==> src/rtl/cpu_pkg.sv <==
// Shared decode definitions for the CPU core: opcode encodings, the per-instruction
// control bundle and the opcode class table that fills it.
package cpu_pkg;

    localparam logic [3:0] OP_ADD  = 4'h0;
    localparam logic [3:0] OP_SUB  = 4'h1;
    localparam logic [3:0] OP_NAND = 4'h2;
    localparam logic [3:0] OP_XOR  = 4'h3;
    localparam logic [3:0] OP_INC  = 4'h4;
    localparam logic [3:0] OP_SRA  = 4'h5;
    localparam logic [3:0] OP_SRL  = 4'h6;
    localparam logic [3:0] OP_SLL  = 4'h7;
    localparam logic [3:0] OP_LW   = 4'h8;
    localparam logic [3:0] OP_SW   = 4'h9;
    localparam logic [3:0] OP_LHB  = 4'hA;
    localparam logic [3:0] OP_LLB  = 4'hB;
    localparam logic [3:0] OP_B    = 4'hC;
    localparam logic [3:0] OP_JAL  = 4'hD;
    localparam logic [3:0] OP_JR   = 4'hE;
    localparam logic [3:0] OP_HLT  = 4'hF;

    typedef struct packed {
        logic       re0;
        logic       re1;
        logic [3:0] addr0;
        logic [3:0] addr1;
        logic [3:0] dst;
        logic       dstLink;
        logic       we;
        logic       memRd;
        logic       memWr;
        logic       branch;
        logic       jump;
        logic       src1Sel;
        logic       hlt;
    } decCtrl_t;

    // Register fields are returned at full 4-bit width; the stage truncates them.
    function automatic decCtrl_t decodeInstr(input logic [15:0] instr);
        decCtrl_t   c;
        logic [3:0] op;
        op      = instr[15:12];
        c       = '0;
        c.addr0 = instr[7:4];
        c.addr1 = instr[3:0];
        c.dst   = instr[11:8];
        case (op)
            OP_ADD, OP_SUB, OP_NAND, OP_XOR,
            OP_INC, OP_SRA, OP_SRL, OP_SLL: begin
                c.re0 = 1'b1;
                c.re1 = 1'b1;
                c.we  = 1'b1;
            end
            OP_LW: begin
                c.re0     = 1'b1;
                c.we      = 1'b1;
                c.memRd   = 1'b1;
                c.src1Sel = 1'b1;
            end
            OP_SW: begin
                c.re0     = 1'b1;
                c.re1     = 1'b1;
                c.addr1   = instr[11:8];
                c.memWr   = 1'b1;
                c.src1Sel = 1'b1;
            end
            OP_LHB, OP_LLB: begin
                c.re0     = 1'b1;
                c.addr0   = instr[11:8];
                c.we      = 1'b1;
                c.src1Sel = 1'b1;
            end
            OP_B:   c.branch = 1'b1;
            OP_JAL: begin
                c.jump    = 1'b1;
                c.we      = 1'b1;
                c.dstLink = 1'b1;
            end
            OP_JR: begin
                c.re0  = 1'b1;
                c.jump = 1'b1;
            end
            default: c.hlt = 1'b1;
        endcase
        return c;
    endfunction

endpackage

==> src/rtl/rf_bypass.sv <==
// Register file with two combinational read ports, one write port, R0 tied to zero
// and write-through bypass so a same-cycle writeback is visible to decode.
module rf_bypass #(
    parameter int DATA_W = 16,
    parameter int NREGS  = 16,
    localparam int ADDR_W = $clog2(NREGS)
) (
    input  logic              clk,
    input  logic              rst_n,
    input  logic [ADDR_W-1:0] rdAddr0,
    input  logic [ADDR_W-1:0] rdAddr1,
    output logic [DATA_W-1:0] rdData0,
    output logic [DATA_W-1:0] rdData1,
    input  logic              wrEn,
    input  logic [ADDR_W-1:0] wrAddr,
    input  logic [DATA_W-1:0] wrData
);

    logic [DATA_W-1:0] regs [NREGS];

    assign rdData0 = (rdAddr0 == '0) ? '0 :
                     (wrEn && (wrAddr == rdAddr0)) ? wrData : regs[rdAddr0];
    assign rdData1 = (rdAddr1 == '0) ? '0 :
                     (wrEn && (wrAddr == rdAddr1)) ? wrData : regs[rdAddr1];

    always_ff @(posedge clk or negedge rst_n) begin
        if (!rst_n) begin
            for (int i = 0; i < NREGS; i++) begin
                regs[i] <= '0;
            end
        end else if (wrEn && (wrAddr != '0)) begin
            regs[wrAddr] <= wrData;
        end
    end

endmodule

==> src/rtl/id_stage_pipe.sv <==
// Decode stage: register read with bypass, load-use interlock, flush, sticky halt,
// and the ID/EX pipeline register that carries every decode output to EX.
module id_stage_pipe
    import cpu_pkg::*;
#(
    parameter int DATA_W   = 16,
    parameter int NREGS    = 16,
    parameter int ADDR_W   = $clog2(NREGS),
    parameter int LINK_REG = NREGS - 1
) (
    input  logic              clk,
    input  logic              rst_n,
    input  logic              if_valid,
    input  logic [15:0]       instr,
    input  logic [DATA_W-1:0] pc_plus1,
    input  logic              flush,
    input  logic              ex_stall,
    input  logic              wb_we,
    input  logic [ADDR_W-1:0] wb_addr,
    input  logic [DATA_W-1:0] wb_data,
    output logic              stall_if,
    output logic              id_valid,
    output logic [DATA_W-1:0] p0,
    output logic [DATA_W-1:0] p1,
    output logic [DATA_W-1:0] sext,
    output logic [DATA_W-1:0] link_data,
    output logic [ADDR_W-1:0] dst_addr,
    output logic              we,
    output logic              mem_rd,
    output logic              mem_wr,
    output logic              branch,
    output logic              jump,
    output logic              src1sel,
    output logic              hlt,
    output logic [2:0]        branch_op,
    output logic [3:0]        alu_op,
    output logic [3:0]        shamt
);

    // Handshake: if_valid qualifies instr/pc_plus1; stall_if=1 means IF must present the
    // same instruction again next cycle; id_valid qualifies every ID/EX output, and
    // ex_stall=1 freezes the whole ID/EX register (writeback still proceeds).

    decCtrl_t          ctrl;
    logic [ADDR_W-1:0] addr0, addr1;
    logic [DATA_W-1:0] rdData0, rdData1;
    logic              hazard, loadValid, haltSeen;

    logic [DATA_W-1:0] nP0, nP1, nSext, nLink;
    logic [ADDR_W-1:0] nDst;
    logic              nWe, nMemRd, nMemWr, nBranch, nJump, nSrc1Sel;
    logic [2:0]        nBranchOp;
    logic [3:0]        nAluOp, nShamt;

    assign ctrl  = decodeInstr(instr);
    assign addr0 = ctrl.addr0[ADDR_W-1:0];
    assign addr1 = ctrl.addr1[ADDR_W-1:0];

    rf_bypass #(
        .DATA_W(DATA_W),
        .NREGS (NREGS)
    ) u_rf (
        .clk    (clk),
        .rst_n  (rst_n),
        .rdAddr0(addr0),
        .rdAddr1(addr1),
        .rdData0(rdData0),
        .rdData1(rdData1),
        .wrEn   (wb_we),
        .wrAddr (wb_addr),
        .wrData (wb_data)
    );

    // A load in EX whose result is needed now: insert exactly one bubble.
    assign hazard = id_valid & mem_rd & (dst_addr != '0) & if_valid &
                    ((ctrl.re0 & (addr0 == dst_addr)) | (ctrl.re1 & (addr1 == dst_addr)));

    assign stall_if  = ex_stall | (hazard & ~flush);
    assign loadValid = if_valid & ~flush & ~hazard & ~haltSeen;
    assign hlt       = haltSeen;

    always_comb begin
        nP0       = '0;
        nP1       = '0;
        nSext     = '0;
        nLink     = '0;
        nDst      = '0;
        nWe       = 1'b0;
        nMemRd    = 1'b0;
        nMemWr    = 1'b0;
        nBranch   = 1'b0;
        nJump     = 1'b0;
        nSrc1Sel  = 1'b0;
        nBranchOp = '0;
        nAluOp    = '0;
        nShamt    = '0;
        if (loadValid) begin
            nP0       = ctrl.re0 ? rdData0 : '0;
            nP1       = ctrl.re1 ? rdData1 : '0;
            nSext     = {{(DATA_W-8){instr[7]}}, instr[7:0]};
            nLink     = pc_plus1;
            nDst      = ctrl.dstLink ? ADDR_W'(LINK_REG) : ctrl.dst[ADDR_W-1:0];
            nWe       = ctrl.we;
            nMemRd    = ctrl.memRd;
            nMemWr    = ctrl.memWr;
            nBranch   = ctrl.branch;
            nJump     = ctrl.jump;
            nSrc1Sel  = ctrl.src1Sel;
            nBranchOp = instr[11:9];
            nAluOp    = instr[15:12];
            nShamt    = instr[3:0];
        end
    end

    always_ff @(posedge clk or negedge rst_n) begin
        if (!rst_n) begin
            id_valid  <= 1'b0;
            p0        <= '0;
            p1        <= '0;
            sext      <= '0;
            link_data <= '0;
            dst_addr  <= '0;
            we        <= 1'b0;
            mem_rd    <= 1'b0;
            mem_wr    <= 1'b0;
            branch    <= 1'b0;
            jump      <= 1'b0;
            src1sel   <= 1'b0;
            branch_op <= '0;
            alu_op    <= '0;
            shamt     <= '0;
            haltSeen  <= 1'b0;
        end else if (!ex_stall) begin
            id_valid  <= loadValid;
            p0        <= nP0;
            p1        <= nP1;
            sext      <= nSext;
            link_data <= nLink;
            dst_addr  <= nDst;
            we        <= nWe;
            mem_rd    <= nMemRd;
            mem_wr    <= nMemWr;
            branch    <= nBranch;
            jump      <= nJump;
            src1sel   <= nSrc1Sel;
            branch_op <= nBranchOp;
            alu_op    <= nAluOp;
            shamt     <= nShamt;
            // Halt is sticky: once a HLT issues, nothing else ever becomes valid.
            if (loadValid && ctrl.hlt) begin
                haltSeen <= 1'b1;
            end
        end
    end

endmodule

==> config.mk <==
export PLATFORM = sky130hd
export DESIGN_NAME = id_stage_pipe
export DESIGN_NICKNAME = d
export VERILOG_FILES = /design/src/rtl/cpu_pkg.sv /design/src/rtl/rf_bypass.sv /design/src/rtl/id_stage_pipe.sv
export SDC_FILE = /design/constraint.sdc
export NUM_CORES = 1
export LEC_CHECK = 0
export BUFFER_PORTS_ARGS = -buffer_cell sky130_fd_sc_hd__buf_2
export CORE_ASPECT_RATIO = 1.5
export CORE_UTILIZATION = 50
export DETAILED_ROUTE_END_ITERATION = 6
export PLACE_DENSITY_LB_ADDON = 0.3
export SLEW_MARGIN = 20
export SYNTH_ARGS = -nofsm -noshare
export SYNTH_HDL_FRONTEND = slang
export SYNTH_SLANG_ARGS = --single-unit
export TNS_END_PERCENT = 100
==> constraint.sdc <==
create_clock -name clk -period 5.05 [get_ports clk]
set_input_delay 0.7575 -clock clk [delete_from_list [all_inputs] [get_ports clk]]
set_output_delay 0.7575 -clock clk [all_outputs]
set_load 0.02 [all_outputs]
# Word level (Yosys, flattened, before mapping)
# Index checks and enable logic that the tools add are counted.
# word_totals
romBits	0
wordCells	133
ff_bits	343
out_inout_bits	88
n_memories	0
mem_bits_rw	0
inputBits	58
latchBits	0
# classes
n_reduce_logical	18
bitwise_logic	19
eq_ne	18
shifts	0
add_sub_neg	0
div	0
n_lt_le_gt_ge	4
mux	42
n_mul	0
# op_table
op	count
256-bit bitwise mux	1
16-bit 2-to-1 mux	15
16-bit binary-select mux with 4-bit select	2
16-bit demux with 4-bit select	1
4-bit == test (second input constant)	7
4-bit 2-to-1 mux	6
4-bit by 3-bit == test with 1-bit output (second input constant)	4
4-bit == test	4
1-bit 2-to-1 mux	16
5-bit greater-or-equal comparator (second input constant)	3
4-bit inverter with 5-bit output	3
15-bit OR reduction	1
13-bit OR reduction	1
4-bit zero test	3
12-bit OR reduction	1
1-bit bitwise AND	10
9-bit OR reduction	1
4-bit by 2-bit == test with 1-bit output (second input constant)	2
4-bit nonzero test	2
1-bit logical AND	5
5-bit by 1-bit < comparator with 1-bit output (second input constant)	1
4-bit by 1-bit == test with 1-bit output (second input constant)	1
1-bit inverter	4
2-bit OR reduction	2
other kinds (4)	5

# Depth between registers and ports, before layout
# Gate-level depths: netlist of the first run.
# logic_depth
word_depth	12
ltp_mapped	13
ltp_nobuf	7

# Cells and area by module
# Synthesis of the first run repeated with hierarchy kept, for this count alone.
# hier_totals
cells_unflattened	1448
area_unflattened_um2	17548.1
# modules_own_cells
module	seq_area_each_um2	area_per_inst_um2	cells_per_inst	n_inst
rf_bypass	6406.1	14013.4	1048	1
id_stage_pipe	1876.8	3534.6	400	1

# Least setup slack after synthesis of the first run
# Ideal clock, no wire load.
# synth_path
path_kind	input -> output
from	input instr[14]
to	output stall_if
path_slack_ns	1.873
required_ns	4.293
n_path_buf	1
arrival_time_ns	2.420
cell_stages	7
path_cell_list	buf_2 nand3b_2 a311o_1 a221oi_2 and4b_1 nor2_1 o21bai_1
# synth_via
elab_chain_len	9
elab_cells_between_ends	28
# synth_lines
element	line_no	rtl
start: declaration	id_stage_pipe.sv:14	input logic [15:0] instr,
4-bit == test	cpu_pkg.sv:47	case (op)
2-bit OR reduction	-	
4-bit 2-to-1 mux	cpu_pkg.sv:47	
4-bit == test	id_stage_pipe.sv:76	((ctrl.re0 & (addr0 == dst_addr)) | (ctrl.re1 & (addr1 == dst_addr)));
1-bit bitwise AND	id_stage_pipe.sv:76	
1-bit OR *	id_stage_pipe.sv:76	
1-bit bitwise AND *	id_stage_pipe.sv:75	assign hazard = id_valid & mem_rd & (dst_addr != '0) & if_valid &
1-bit bitwise AND *	id_stage_pipe.sv:78	assign stall_if = ex_stall | (hazard & ~flush);
1-bit OR *	id_stage_pipe.sv:78	
end: declaration	id_stage_pipe.sv:21	output logic stall_if,
# Every way passes the cells marked *; elsewhere a longest branch is shown, timed or not.

# Worst setup path after layout of the first run
# layout_path
from	input instr[15]
to	output stall_if
# Same word-level chain as after synthesis.

==> summary.md, run 1 <==
| Metric | Value |
|---|---|
| Slew @ Worst Pin | approximately 1200 ps |
| Post-synth EDFFs | 0 |
| Gr busiest metal | met2 |
| Worst path depth | 9 |
| Syn Area/Cell | about 11 sq um |
| Synth warn | 0 |
| Core ar. | around 0.034 sq mm |
| Vias in the first global route | approximately 14000 |
| CTS H-tree lvls | 2 |
| First-pass GRT wire length | 83.2 mm |
| CTS Buf Count | 34 |
| CTS tree | done |
| Dpl hpwl | 34.1 mm |
| Worst Hold Class | in -> async |
| Clk_skew | between 10 and 15 ps |
| DRT Pass-1 Iters | 5 |
| Die area | about 0.036 sq mm |
| Fin crit period | between 3000 and 4000 ps |
| Achievable Freq | about 0.27 GHz |
| Cts repair resizes | 0 |
| Via-to-Cell Ratio | between 6 and 7 |
| Register-to-register setup slack | ~2100 ps |
| Initial antenna violation count | 2 |
| Biggest cell delay along the critical path | between 500 and 600 ps |
| Worst R2R Start | dst_addr[0] |
| TNS Setup | 0 ps |
| Status | finished clean |
| Final wirelength | between 50 and 60 mm |
| Slew HR | 0.210 |
| Cell area after synthesis | 0.0175 sq mm |
| Die width | between 150 and 200 um |
| Setup crit start | instr[15] |
| Synthesized netlist net count | about 1600 |
| GRT overflow | 0 |
| Max-slew violations | 0 |
| Flops & latches, synth | about 330 |
| Max Cap Violations | 0 |
| Final period util | 0.720 |
| Pre-CTS WS | about 1100 ps |
| Drt wl/cell | around 26 um |
| Residual DRC | 0 |
| Final setup vio count | 0 |
| Initial DRC Count | approximately 1200 |
| RSZ-0062 raised after global routing | no |
| Met2 usage | 0.497 |
| All-layer global routing usage | 0.310 |
| CTS root buf | clkbuf_16 |
| Fillers | between 2000 and 3000 |
| Crit path max fanout | 12 |
| Register area share after synthesis | 0.472 |
| Clock sink total | 331 |
| Nets | 1675 |
| DIE HEIGHT | between 200 and 250 um |
| Final WS setup | 1410 ps |
| Family with the most delay on the worst path | simple AND/OR/NAND/NOR gates |
| Crit-path most repeated cell | buf_2 |
| Met1 usage | 0.382 |
| Clock Path Buffers | 3 |
| CTS Hold Bufs | 0 |
| CP startpoint kind | primary input |
| CP endpoint kind | output port |
| Critical path class | in -> out |
| Pwr dens | a little under 400 mW/mm^2 |
| Max stage delay cell, worst path | nor4_2 |
| Buffer and inverter count on the worst path | 3 |
| R2R depth | 7 |
| Maximum vdd drop | roughly 0.00028 V |
| Top_reg_cell synth | dfrtp_1 |
| # port buffers | ~150 |
| Ports | approximately 150 |
| Asr flop ratio synth | 1.00 |
| P_leak | between 9 and 10 nW |
| Vias post-DR | roughly 14000 |
| Clock transition at path regs | 60 ps |
| Post-CTS Setup Bufs | 0 |
| Share of cells above drive strength 1 | 0.319 |
| Cell variety after synth | 64 |
| Mapped Cells | 1550 |
| M3 GR Usage | 0.0606 |
| Largest net degree at the start of global routing | between 100 and 150 |
| Std cell rows | 83 |
| Area Growth Syn to Fin | 12.9% |
| Clock Latency Late Sink | roughly 530 ps |
| Worst-path cell chain | buf_2 > nor4bb_1 > buf_4 > nand3_1 > and3_1 > nor4_2 > nor2_1 > o21bai_1 > buf_2 |
| Hold Vio Cnt, Final | 0 |
| Worst Path Required | 4290 ps |
| Initial Utilization | 0.510 |
| Post-DRT Antenna Nets | 0 |
| Final GP Congestion | approximately 0.87 |
| CP Data Arrival Time | ~2900 ps |
[Yosys cell counts, types with 8 or more instances]
master,number,area (sq um)
nor4_1,13,81.3
buf_4,17,128
mux2_2,242,2730
nor2_1,47,176
o22ai_1,81,507
and2_1,9,56.3
nand3_1,42,210
mux2i_1,194,1940
nand2_1,167,627
a32oi_1,14,123
a221o_1,16,160
a21oi_1,18,90.1
dfrtp_1,331,8280
inv_1,8,30.0
nor3_1,11,55.1
o211ai_1,40,300
o221ai_1,10,87.6
clkbuf_1,98,368
a22o_1,57,499
buf_6,10,113
xnor2_1,8,70.1
buf_2,26,130
nand4_1,9,56.3
[report_power, final]
| group | leakage [nW] | switching, mW | total, mW | internal, mW |
|---|---|---|---|---|
| logic | 4.27 | 0.833 | 1.61 | 0.772 |
| clock network | 0.585 | 1.06 | 2.68 | 1.62 |
| registers | 4.19 | 0.391 | 3.53 | 3.14 |
| total | 9.04 | 2.28 | 7.82 | 5.53 |
[worst paths after layout]
| path | end |
|---|---|
| worst max-delay path | stall_if |
| worst min-delay path | link_data[11] |
| worst max register to register | p1[12] |
| worst min register to register | u_rf.regs[241] |
| max in group asynchronous | u_rf.regs[130] |
| min in group clk | u_rf.regs[241] |
[metrics by stage]
step	instance area [sq um]	power, mW	cells	utilization	hold WS [ps]
3_5_place_dp	18600	5.15	2047	0.540	389
4_1_cts	19800	7.84	2107	0.575	360
2_1_floorplan	17500	4.60	1550	-	450
6_report	19800	7.82	2110	0.576	99.8
3_3_place_gp	18600	5.07	2047	0.540	386
5_1_grt	19800	8.15	2110	0.576	122
[layer usage]
metal,share of wire,vias to the layer above
met2,0.47,726
met5,0,-
met3,0.081,220
met1,0.38,6930
li1,-,5858
met4,0.069,0
[worst reg2reg max path: stages (launching register included)]
cell and delay [ps]:
dfrtp_1 480, nor4_1 400, a311o_1 210, a221oi_2 40, and4b_1 270, nor3_4 430, and3_1 770, a221o_1 270
[registers in the layout (all words and copies together), names as in the netlist]
name and flops:
u_rf.regs 256, link_data 16, p0 16, p1 16, sext 8, alu_op 4, dst_addr 4, branch_op 3
branch 1, hlt 1, id_valid 1, jump 1, mem_rd 1, mem_wr 1, src1sel 1, we 1
[cell usage in the layout, fill, tap and decap left out, types with 4 or more instances in the layout]
master,n
nand3_1,42
clkbuf_8,6
nor2b_1,5
xor2_1,4
nor3_1,11
and2_1,9
clkbuf_1,5
bufinv_16,4
clkbuf_16,37
o211ai_1,40
nor2_1,37
and3_1,4
nor4bb_1,5
a21oi_1,18
buf_4,39
a22o_1,57
nor4_1,13
a221o_1,16
xnor2_1,8
clkinv_2,6
o22ai_1,81
mux2i_1,191
nand2_1,167
nand2b_1,5
dfrtp_1,331
mux2_2,242
a32oi_1,14
buf_2,144
inv_1,8
nand4_1,9
o221ai_1,9
nor2_2,10
[kinds of logic after synthesis]
group	Yosys count	synth area share
muxes	439	0.269
and+or+nand+nor	343	0.0948
DFF	331	0.472
AOI/OAI and AO/OA	260	0.113
buffers and inverters	165	0.0451
xor gates and xnor gates	12	0.00599
[cell type report]
class	instances	area (sq um)	share of cell area
diodes	2	5.00	0.000253
inverters	8	30.0	0.00152
well taps	467	584	0.0295
flip-flops and latches	331	8280	0.418
clock buffers	48	1030	0.0519
multi-input cells	1054	8580	0.434
clock inverters	12	165	0.00834
repair buffers	188	1120	0.0564
Note: power is estimated with default switching activity, not from simulation.
==> inputs of run 2 (changes only) <==
Clock period 5.05 ns to 3.8 ns, I/O delays scaled along.
==> run 2 against run 1 <==
Compared with the run above: the flow now finishes with violations (design-rule violations, negative hold slack); core utilization grew 0.18 points; global-route usage is essentially flat; power grew 30%; register-to-register slack lost 1000 ps; setup slack lost 790 ps; critical path type unchanged; largest power group unchanged; highest routed layer unchanged.
==> summary.md, run 2 (same netlist as run 1, synthesis figures left out) <==
| Metric | Value |
|---|---|
| Die width | 155 um (unchanged) |
| Maximum vdd drop | 0.000448 V (was 0.000283 V) |
| Final setup vio count | 0 (unchanged) |
| Final GP Congestion | 0.917 (was 0.869) |
| CTS H-tree lvls | 2 (unchanged) |
| Largest net degree at the start of global routing | 83 (was 128) |
| Final period util | 0.837 |
| Slew @ Worst Pin | 940 ps (was 1180 ps) |
| Commonest non-fill, non-tap cells in the layout | dfrtp_1 (331), mux2_2 (242), mux2i_1 (191), nand2_1 (167), buf_2 (144) (unchanged) |
| Worst Path Required | 3230 ps (was 4290 ps) |
| Failing checks | design-rule violations, negative hold slack |
| Total Power | 10.2 mW (was 7.82 mW) |
| Initial Utilization | 0.510 (unchanged) |
| Vias in the first global route | 13700 (was 13800) |
| CTS Hold Bufs | 0 (unchanged) |
| Initial antenna violation count | 5 (was 2) |
| Clock sink total | 331 (unchanged) |
| Std cell rows | 83 (unchanged) |
| Clk_skew | 16.4 ps (was 12.4 ps) |
| Hold_ws | -8.68 ps (was 99.8 ps) |
| Pwr dens | 511 mW/mm^2 (was 395 mW/mm^2) |
| CP startpoint kind | primary input (unchanged) |
| Fin crit period | 3180 ps |
| Die area | 0.0358 sq mm (unchanged) |
| Nets | 1689 (was 1675) |
| Initial DRC Count | 1170 (was 1203) |
| GRT overflow | 0 (unchanged) |
| CP Data Arrival Time | 2610 ps (was 2880 ps) |
| DRT Pass-1 Iters | 7 (was 5) |
| Storage element area | 0.00828 sq mm (unchanged) |
| Cts repair resizes | 0 (unchanged) |
| Clock Latency Late Sink | 530 ps (about the same) |
| Biggest register | u_rf.regs (unchanged) |
| TNS Setup | 0 ps (unchanged) |
| Max-slew violations | 0 (unchanged) |
| Share of cells above drive strength 1 | 0.322 (was 0.319) |
| RSZ-0062 raised after global routing | no (unchanged) |
| Area of the multi-input gates | 0.00858 sq mm (about the same) |
| First-pass GRT wire length | 83.3 mm (was 83.2 mm) |
| Status | finished, violations left (was finished clean) |
| Via-to-Cell Ratio | 6.45 (was 6.51) |
| Worst Hold Class | in -> async (unchanged) |
| Residual DRC | 1 (was 0) |
| Cell Area, Placed | 0.0188 sq mm (was 0.0186 sq mm) |
| Most common cell after layout, fill and taps aside | dfrtp_1 (unchanged) |
| # port buffers | 145 (unchanged) |
| Ports | 146 (unchanged) |
| CTS root buf | clkbuf_16 (unchanged) |
| DIE HEIGHT | 231 um (unchanged) |
| Max reg flops | 256 (unchanged) |
| Post-CTS Setup Bufs | 0 (unchanged) |
| Post-DRT Antenna Nets | 0 (unchanged) |
| Clock Path Buffers | 3 (unchanged) |
| CP endpoint kind | output port (unchanged) |
| Dpl hpwl | 35.2 mm (was 34.1 mm) |
| Drt wl/cell | 25.9 um (was 26.1 um) |
| Area Growth Syn to Fin | 13.2% (was 12.9%) |
| Core ar. | 0.0344 sq mm (unchanged) |
| CTS Buf Count | 34 (unchanged) |
| Post-route cell area | 0.0199 sq mm (was 0.0198 sq mm) |
| Slew HR | 0.371 (was 0.210) |
| Register-to-register setup slack | 1090 ps (was 2120 ps) |
| Critical path class | in -> out (unchanged) |
| All-layer global routing usage | 0.311 (was 0.310) |
| Hold Vio Cnt, Final | 4 (was 0) |
| Crit path max fanout | 12 (unchanged) |
| P_leak | 9.08 nW (was 9.04 nW) |
| Vias post-DR | 13700 (about the same) |
| CTS tree | done (unchanged) |
| Achievable Freq | ~0.31 GHz |
| Fillers | 2901 (was 2880) |
| Clock transition at path regs | 60 ps (about the same) |
| Max Cap Violations | 0 (unchanged) |
| Final wirelength | 55.0 mm (was 55.1 mm) |
-- run 2: layout make-up --
cell class / count / share of cell area
antenna: 3 / 0.000378
clock buffer: 51 / 0.0517
clock inverter: 7 / 0.00334
inverter: 8 / 0.00151
multi-input combinational: 1054 / 0.432
sequential: 331 / 0.417
tap: 467 / 0.0294
timing repair buffer: 202 / 0.0643
-- run 2: worst max-delay path: stages --
cell      delay [ps]
buf_2            240
nor4bb_1         390
buf_4            230
nand3_1           80
and3_1           180
nor4_2           480
nor2_1           120
o21bai_1         140
buf_2            180
-- run 2: routing by layer --
layer / vias to the layer above / track usage / wire length, um
li1: 5854 / - / -
met1: 6939 / 0.388 / 21400
met2: 719 / 0.503 / 25900
met3: 186 / 0.0524 / 4310
met4: 0 / 0.190 / 3490
met5: - / 0 / 0
-- run 2: worst paths after layout --
path                       cells after the start      startpoint             end
min in group clk                               2    pc_plus1[15]   link_data[15]
setup / recovery                               9       instr[15]        stall_if
setup reg to reg                               7     dst_addr[0]          p1[13]
hold reg to reg                                0  u_rf.regs[250]  u_rf.regs[250]
hold / removal                                 1           rst_n   link_data[11]
max in group asynchronous                      2           rst_n   u_rf.regs[50]
-- run 2: report_power, final --
group / internal, mW / switching [mW]
Combinational: 1.04 / 1.11
Clock: 1.93 / 1.39
Sequential: 4.17 / 0.517
-- run 2: stage by stage --
step           utilization  instances  hold WS (ps)  setup slack [ps]
5_1_grt              0.578       2122          41.8               524
4_1_cts              0.577       2120          23.6               683
6_report             0.578       2123         -8.68               621
3_3_place_gp         0.546       2062           385               467
3_5_place_dp         0.546       2062           391               406
2_1_floorplan            -       1550           274               998
